**config.mk**
```make
export PLATFORM = sky130hd
export DESIGN_NAME = input_acc_seq
export DESIGN_NICKNAME = d
export VERILOG_FILES = /design/src/rtl/input_acc_seq_pkg.sv /design/src/rtl/input_acc_seq_skew_window.sv /design/src/rtl/input_acc_seq.sv
export SDC_FILE = /design/constraint.sdc
export NUM_CORES = 1
export LEC_CHECK = 0
export ABC_AREA = 1
export BUFFER_PORTS_ARGS = -buffer_cell sky130_fd_sc_hd__buf_2
export CAP_MARGIN = 20
export CORE_ASPECT_RATIO = 0.7
export CORE_MARGIN = 1
export CORE_UTILIZATION = 40
export DETAILED_ROUTE_END_ITERATION = 16
export SLEW_MARGIN = 20
export SYNTH_ARGS = -nofsm -noshare
export SYNTH_HDL_FRONTEND = slang
export SYNTH_SLANG_ARGS = --single-unit
```
**constraint.sdc**
```tcl
create_clock -name clk -period 4.7 [get_ports clk]
set_input_delay 0.705 -clock clk [delete_from_list [all_inputs] [get_ports clk]]
set_output_delay 0.705 -clock clk [all_outputs]
set_load 0.005 [all_outputs]
```
**src/rtl/input_acc_seq_pkg.sv**
```systemverilog
// Shared tpu definitions for the input_acc FIFO read sequencer.
// Holds the sequencer FSM encoding and the default array geometry.
package input_acc_seq_pkg;

  typedef enum logic [1:0] {
    IDLE,
    STREAM,
    DONE
  } state_t;

  localparam int SA_ROWS_DEF  = 2;
  localparam int MAX_VECS_DEF = 4;

endpackage

```
**src/rtl/input_acc_seq_skew_window.sv**
```systemverilog
// One row's read window: high when row ROW's tick falls in
// [ROW, ROW+n), giving the one-cycle-per-row diagonal skew.
module skew_window #(
  parameter int ROW = 0,
  parameter int TW  = 3
) (
  input  logic [TW-1:0] tick,
  input  logic [TW-1:0] n,
  output logic          hit
);

  logic ge;

  if (ROW == 0) begin : g_first
    assign ge = 1'b1;
  end else begin : g_rest
    assign ge = (tick >= TW'(ROW));
  end

  assign hit = ge && (tick < (TW'(ROW) + n));

endmodule

```
**src/rtl/input_acc_seq.sv**
```systemverilog
// Sequences skewed dequeue strobes from the per-row input_acc FIFOs
// into the systolic array, one pass of n vectors per start.
module input_acc_seq
  import input_acc_seq_pkg::*;
#(
  parameter  int SA_ROWS  = SA_ROWS_DEF,
  parameter  int MAX_VECS = MAX_VECS_DEF,
  localparam int CNT_W    = $clog2(MAX_VECS + 1)
) (
  input  logic               clk,
  input  logic               rst,
  input  logic               start_in,
  input  logic [CNT_W-1:0]   num_vecs_in,
  input  logic               stall_in,
  input  logic [SA_ROWS-1:0] fifo_nonempty_in,
  output logic [SA_ROWS-1:0] row_rd_en_out,
  output logic [CNT_W-1:0]   vec_idx_out,
  output logic               busy_out,
  output logic               done_out,
  output logic               underflow_out
);

  localparam int TW = $clog2(MAX_VECS + SA_ROWS + 1);

  state_t state, state_d;

  logic [TW-1:0]      t, t_d;
  logic [TW-1:0]      total, win_t, win_n;
  logic [CNT_W-1:0]   n, n_d, n_clamp, idx_d;
  logic [SA_ROWS-1:0] win, rd_d;
  logic               busy_d, done_d, unf_d, issue;

  assign n_clamp = (num_vecs_in > CNT_W'(MAX_VECS)) ?
                   CNT_W'(MAX_VECS) : num_vecs_in;

  // t counts ticks already issued; the start edge issues tick 0
  assign win_t = (state == IDLE) ? '0 : t;
  assign win_n = TW'((state == IDLE) ? n_clamp : n);
  assign total = TW'(n) + TW'(SA_ROWS - 1);

  for (genvar i = 0; i < SA_ROWS; i++) begin : g_row
    skew_window #(
      .ROW (i),
      .TW  (TW)
    ) u_win (
      .tick (win_t),
      .n    (win_n),
      .hit  (win[i])
    );
  end

  always_comb begin
    state_d = state;
    t_d     = t;
    n_d     = n;
    rd_d    = '0;
    idx_d   = vec_idx_out;
    unf_d   = underflow_out;
    issue   = 1'b0;

    unique case (state)
      IDLE: begin
        idx_d = '0;
        if (start_in) begin
          n_d   = n_clamp;
          t_d   = '0;
          unf_d = 1'b0;
          if (n_clamp == '0) begin
            state_d = DONE;
          end else begin
            state_d = STREAM;
            issue   = !stall_in;
          end
        end
      end
      STREAM: begin
        if (t == total) begin
          state_d = DONE;
        end else begin
          issue = !stall_in;
        end
      end
      DONE: begin
        state_d = IDLE;
        idx_d   = '0;
      end
      default: state_d = IDLE;
    endcase

    if (issue) begin
      rd_d  = win;
      t_d   = win_t + TW'(1);
      idx_d = (win_t < win_n) ? CNT_W'(win_t) :
                                CNT_W'(win_n - TW'(1));
      if (|(win & ~fifo_nonempty_in)) begin
        unf_d = 1'b1;
      end
    end

    busy_d = (state_d != IDLE);
    done_d = (state_d == DONE);
  end

  always_ff @(posedge clk or posedge rst) begin
    if (rst) begin
      state         <= IDLE;
      t             <= '0;
      n             <= '0;
      row_rd_en_out <= '0;
      vec_idx_out   <= '0;
      busy_out      <= 1'b0;
      done_out      <= 1'b0;
      underflow_out <= 1'b0;
    end else begin
      state         <= state_d;
      t             <= t_d;
      n             <= n_d;
      row_rd_en_out <= rd_d;
      vec_idx_out   <= idx_d;
      busy_out      <= busy_d;
      done_out      <= done_d;
      underflow_out <= unf_d;
    end
  end

endmodule
```
---- Word level (Yosys, flattened, before mapping) ----
Index checks and enable logic that the tools add are counted.
cells by class
  $add $sub $neg .......................... 4
  multipliers ............................. 0
  divide/modulo/power cells ............... 0
  $lt $le $gt $ge ......................... 4
  equal/unequal tests ..................... 4
  shift-type cells ........................ 0
  mux-type cells .......................... 22
  bitwise operators ....................... 2
  reductions and logical operators ........ 12
operators by type and width
  kind                                                                count
  2-to-1 mux 3 bit                                                    9
  2-to-1 mux 2 bit                                                    4
  nonzero test 2 bit                                                  4
  2-to-1 mux 1 bit                                                    7
  adder 3 x 1 -> 3 bit (second input constant)                        2
  less-than comparator 3 bit                                          2
  equality test 2 bit (second input constant)                         2
  case mux 2 bit (2 select lines)                                     1
  AND reduction 2 bit                                                 2
  OR reduction 2 bit                                                  2
  adder 1 x 3 -> 3 bit (first input constant)                         1
  equality test 3 bit                                                 1
  greater-or-equal comparator 3 x 1 -> 1 bit (second input constant)  1
  > comparator 3 bit (second input constant)                          1
  zero test 3 bit                                                     1
  subtractor 3 x 1 -> 3 bit (second input constant)                   1
  bitwise AND 2 bit                                                   1
  equality test 2 x 1 -> 1 bit (second input constant)                1
  zero test 2 bit                                                     1
  NOT 2 bit                                                           1
  case mux 1 bit (2 select lines)                                     1
  logical AND 1 bit                                                   1
  zero test 1 bit                                                     1
word-level totals
  register bits ........................... 16
  bits in latches ......................... 0
  RAM bits ................................ 0
  memory bits (read-only) ................. 0
  input bits .............................. 9
  output and inout port bits .............. 8
  logic and storage cells ................. 56
  memories ................................ 0

---- Depth between registers and ports, before layout ----
  depth in word-level cells ............... 10
  mapped depth ............................ 15
  mapped depth without buffers ............ 15

---- Hierarchy ----
From an unflattened synthesis, not the netlist that was laid out.
unflattened totals
  cells, all modules ...................... 155
  area, all modules ....................... 1,143.6 µm²
modules (own cells, without submodules)
  module                        instances  cells each  area an instance (µm²)  sequential area each (µm²)
  input_acc_seq                 1          129         987.2                   400.4
  skew_window (g_row[1].u_win)  1          14          88.8                    0.0
  skew_window (g_row[0].u_win)  1          12          67.6                    0.0

---- Worst setup path before layout ----
Ideal clock, no wire load.
  path type ............................... input to register
  from .................................... input port num_vecs_in[2]
  to ...................................... register underflow_out
  library setup time ...................... 0.068 ns
  arrival time ............................ 2.056 ns
  data required time ...................... 4.632 ns
  slack ................................... 2.576 ns
  cell stages on the path ................. 12
  path buffers ............................ 0
  cells stage by stage .................... inv_2 -> nand2_2 -> o22ai_1 -> ha_1 -> xor2_1 -> ha_1 -> a21o_1 -> nor2_1 -> nand2_1 -> nor2_1 -> nand2_1 -> nand3_1
between the ends
  word-level cells in the longest chain between the ends .. 10
  elaborated cells on any way between the ends .. 15
  those cells by class .................... add/sub (1); order compare (3); mux (7); bitwise (1); reduce/logical (3)
ends and longest elaborated chain
  item                        RTL line                         text
  start: declaration          input_acc_seq.sv:13              input logic [CNT_W-1:0] num_vecs_in,
  > comparator 3 bit          input_acc_seq.sv:33              assign n_clamp = (num_vecs_in > CNT_W'(MAX_VECS)) ?
  2-to-1 mux 3 bit *          input_acc_seq.sv:33
  2-to-1 mux 3 bit            input_acc_seq.sv:38              assign win_n = TW'((state == IDLE) ? n_clamp : n);
  adder 1 x 3 -> 3 bit        input_acc_seq_skew_window.sv:20  assign hit = ge && (tick < (TW'(ROW) + n));
  less-than comparator 3 bit  input_acc_seq_skew_window.sv:20
  logical AND 1 bit           input_acc_seq_skew_window.sv:20
  bitwise AND 2 bit           input_acc_seq.sv:95              if (|(win & ~fifo_nonempty_in)) begin
  OR reduction 2 bit          input_acc_seq.sv:95
  2-to-1 mux 1 bit            input_acc_seq.sv:95
  2-to-1 mux 1 bit *          input_acc_seq.sv:90              if (issue) begin
  named net unf_d             input_acc_seq.sv:31              logic busy_d, done_d, unf_d, issue;
  end signal: assignment      input_acc_seq.sv:122             underflow_out <= unf_d;
  end: declaration            input_acc_seq.sv:20              output logic underflow_out
Mark *: on every way through the listed nets, which the timed path passes. The rest lies on a longest branch.
A chain may end at the register's enable or synchronous reset.

---- Final worst setup path ----
  from .................................... register state[0]
  to ...................................... register underflow_out
between the ends
  word-level cells in the longest chain between the ends .. 9
  elaborated cells on any way between the ends .. 15
  those cells by class .................... add/sub (1); order compare (3); eq/ne (1); mux (6); bitwise (1); reduce/logical (3)
ends and longest elaborated chain
  item                        RTL line                                                       text
  start: declaration          input_acc_seq.sv:25                                            state_t state, state_d;
  start signal: assignment    input_acc_seq.sv:115                                           state <= state_d;
  zero test 2 bit             input_acc_seq.sv:37, input_acc_seq.sv:38, input_acc_seq.sv:61
  2-to-1 mux 3 bit            input_acc_seq.sv:38
  adder 1 x 3 -> 3 bit        input_acc_seq_skew_window.sv:20
  less-than comparator 3 bit  input_acc_seq_skew_window.sv:20
  logical AND 1 bit           input_acc_seq_skew_window.sv:20
  bitwise AND 2 bit           input_acc_seq.sv:95
  OR reduction 2 bit          input_acc_seq.sv:95
  2-to-1 mux 1 bit            input_acc_seq.sv:95
  2-to-1 mux 1 bit *          input_acc_seq.sv:90
  named net unf_d             input_acc_seq.sv:31
Marked as above.

==> metrics.md <==
| Metric | Value |
|---|---|
| IO Pins | 17 |
| Drt total wl | 2380 um |
| Top-area cell type share of the netlist area | 0.360 |
| Initial Util | 0.435 |
| Vias per cell | 4.66 |
| Nets | 183 |
| Tcrit/Tclk final | 0.479 |
| DP HPWL | 1870 um |
| Final Slew Violations | 0 |
| Final setup margin | 2.45 ns |
| Total chip power | 0.894 mW |
| Worst path buffer plus inverter count | 0 |
| TritonCTS clock tree | done |
| Port bufs | 16 |
| First-pass GRT wire length | 4080 um |
| Hold Startpoint | underflow_out$_DFF_PP0_ |
| FMAX | 0.444 GHz |
| Synth warnings | 0 |
| Synth Flop Type | dfrtp_1 |
| Worst vdd ir | 0.295 mV |
| Seq/Total Area, Yosys | 0.360 |
| Total global routing track utilization | 0.191 |
| CP max-delay cell | dfrtp_1 |
| Setup crit end kind | flip-flop |
| DRT Pass-1 Iters | 4 |
| Layout area overhead | 16.0% |
| GP Congestion | 0.814 |
| Final setup fails | 0 |
| CP Max Fanout | 8 |
| Critical Path AT | 2.44 ns |
| Post-cts resize count | 0 |
| Mapped Nets | 162 |
| Distinct cells, synth | 24 |
| Worst R2R End | underflow_out$_DFF_PP0_ |
| Top cell type by total area after synthesis | dfrtp_1 |
| Placed cells | 194 |
| Initial antenna violation count | 0 |
| GRT overflow | 0 |
| Largest net degree at the start of global routing | 17 |
| Min-Delay Path Class | flip-flop to flip-flop |
| # fillers | 260 |
| Worst-Margin Slew | 0.632 ns |
| Clk_lat worst skew | 0.25 ns |
| Num rows | 15 |
| Htree depth | 1 |
| Die Width | 65.0 um |
| Delay-heaviest family, CP | simple AND/OR/NAND/NOR gates |
| Ant diodes | 0 |
| Yosys reg bits | 16 |
| Clk slew on worst S/H paths | 0.06 ns |
| Root Buffer | clkbuf_8 |
| DIE AREA | 3000 sq um |
| ANT nets after route | 0 |
| LEAKAGE | 0.756 nW |
| Worst-path cell chain | nor2_4, nand2_2, o22ai_1, ha_1, xor2_1, ha_1, a21o_1, nor2_1, nand2_1, nor2_1, nand2_1, nand3_1 |
| Vias in the first global route | 870 |
| Die height | 46.1 um |
| Post-synth EDFFs | 0 |
| Detailed-route via count | 923 |
| Clock tree buffer depth | 2 |
| Worst EP required | 4.89 ns |
| Cell area after synthesis | 1110 sq um |
| Post-cts hold buffer count | 0 |
| Crit Path Category | flip-flop to flip-flop |
| Non-Filler Instances | 198 |
| Final hold vios | 0 |
| Worst setup endpoint | underflow_out$_DFF_PP0_ |
| Mean routed wirelength per cell | 12.0 um |
| Gate Count Post-Synth | 144 |
| Largest stage delay on the critical path | 0.46 ns |
| WP depth | 12 |
| CTS buffer count | 3 |
| RSZ-0062 raised after global routing | false |
| Area contributors post-synth | dfrtp_1 (36%), nand2_1 (13%), ha_1 (10%), inv_1 (8.1%), nand3_1 (3.6%) |
| Pre-CTS WS | 2.32 ns |
| FF-to-FF path depth | 12 |
| Sink Count | 16 |
| Fraction of layout cells with a size suffix above 1 | 0.244 |
| Setup_tns | 0 ns |
| Syn avg cell area | 7.72 sq um |
| Pwr Density | 694 nW/um^2 |
| DR DRC count | 0 |
| Most frequent cells in the layout | nand2_1 (38), inv_1 (24), dfrtp_1 (16), buf_2 (16), nor2_1 (10) |
| Iteration-0 DRC Markers | 33 |
| Number of max-cap violations | 0 |
| Total setup buffers inserted after CTS | 0 |
| Min Hold Slack | 0.508 ns |
| Most common cell after layout, fill and taps aside | nand2_1 |
| Setup crit start kind | flip-flop |
| Outcome | completed |
| R2R Setup Slk | 2.45 ns |
| Fin crit period | 2.25 ns |
| Ys async rst share | 1.00 |
| Fin Clk Skew | 0.00753 ns |
| CP startpoint | state[0]$_DFF_PP0_ |
| Worst R2R Start | state[0]$_DFF_PP0_ |
| Relative slew slack | 0.578 |
| Area of the core | 2550 sq um |
==> power by group <==
part	total, mW	internal (mW)	switching, mW
sequential	0.236	0.193	0.0431
clock	0.125	0.0744	0.0505
combinational	0.533	0.196	0.338
total	0.894	0.463	0.431
==> cell type report <==
type	instances	area [sq um]	area share
multi-input cells	99	597	0.463
flip-flops and latches	16	400	0.311
inverters	29	114	0.0883
repair buffers	16	80.1	0.0621
clock buffers	4	55.1	0.0427
well taps	34	42.5	0.0330
==> worst min-delay path by stage <==
stage	end	cells past startpoint	slack, ns
after floorplan	t[1]$_DFFE_PP0P_	2	0.46
after global placement	t[1]$_DFFE_PP0P_	2	0.49
after detailed placement	underflow_out$_DFF_PP0_	2	0.50
after CTS	underflow_out$_DFF_PP0_	2	0.52
after global routing	t[1]$_DFFE_PP0P_	2	0.54
final	underflow_out$_DFF_PP0_	2	0.51
==> layer usage <==
| layer | part of all wire | vias to the layer above | GRT usage | routed length [um] |
|---|---|---|---|---|
| li1 | - | 490 | - | - |
| met1 | 0.51 | 413 | 0.258 | 1220 |
| met2 | 0.42 | 18 | 0.294 | 1010 |
| met3 | 0.060 | 2 | 0.0644 | 144 |
| met4 | 0.0055 | 0 | 0.0533 | 13 |
| met5 | 0 | - | 0 | 0 |
==> flip-flops by register name, summed over array words and instances, names as in the netlist <==
register and count:
vec_idx_out 3, underflow_out 1, n 3, t 3
busy_out 1, row_rd_en_out 2, done_out 1, state 2
==> metrics by stage <==
| step | utilization | instance area (sq um) |
|---|---|---|
| floorplan | - | 1110 |
| global placement | 0.483 | 1230 |
| detailed placement | 0.483 | 1230 |
| CTS | 0.505 | 1290 |
| global route | 0.505 | 1290 |
| finish | 0.505 | 1290 |
==> Yosys cell counts (2+ instances only) <==
master	count
inv_1	24
nor2_1	10
o22ai_1	4
nand4_1	3
ha_1	9
xor2_1	2
a21oi_1	5
nand2_1	38
nand3_1	8
dfrtp_1	16
nand3_4	2
nand2_2	6
nand2_4	3
inv_2	4
==> cells by family after synthesis <==
logic type | synth area share
simple gates | 0.343
flops | 0.360
xor+xnor | 0.0237
compound gates | 0.0687
buf+inv | 0.102
fa+ha+maj | 0.101
==> worst reg2reg max path, cell delays in order, from the launching register on <==
cell	delay (ns)
dfrtp_1	0.46
nor2_4	0.26
nand2_2	0.10
o22ai_1	0.18
ha_1	0.19
xor2_1	0.17
ha_1	0.27
a21o_1	0.18
nor2_1	0.09
nand2_1	0.07
nor2_1	0.10
nand2_1	0.05
nand3_1	0.07
(Power assumes the default switching activity.)
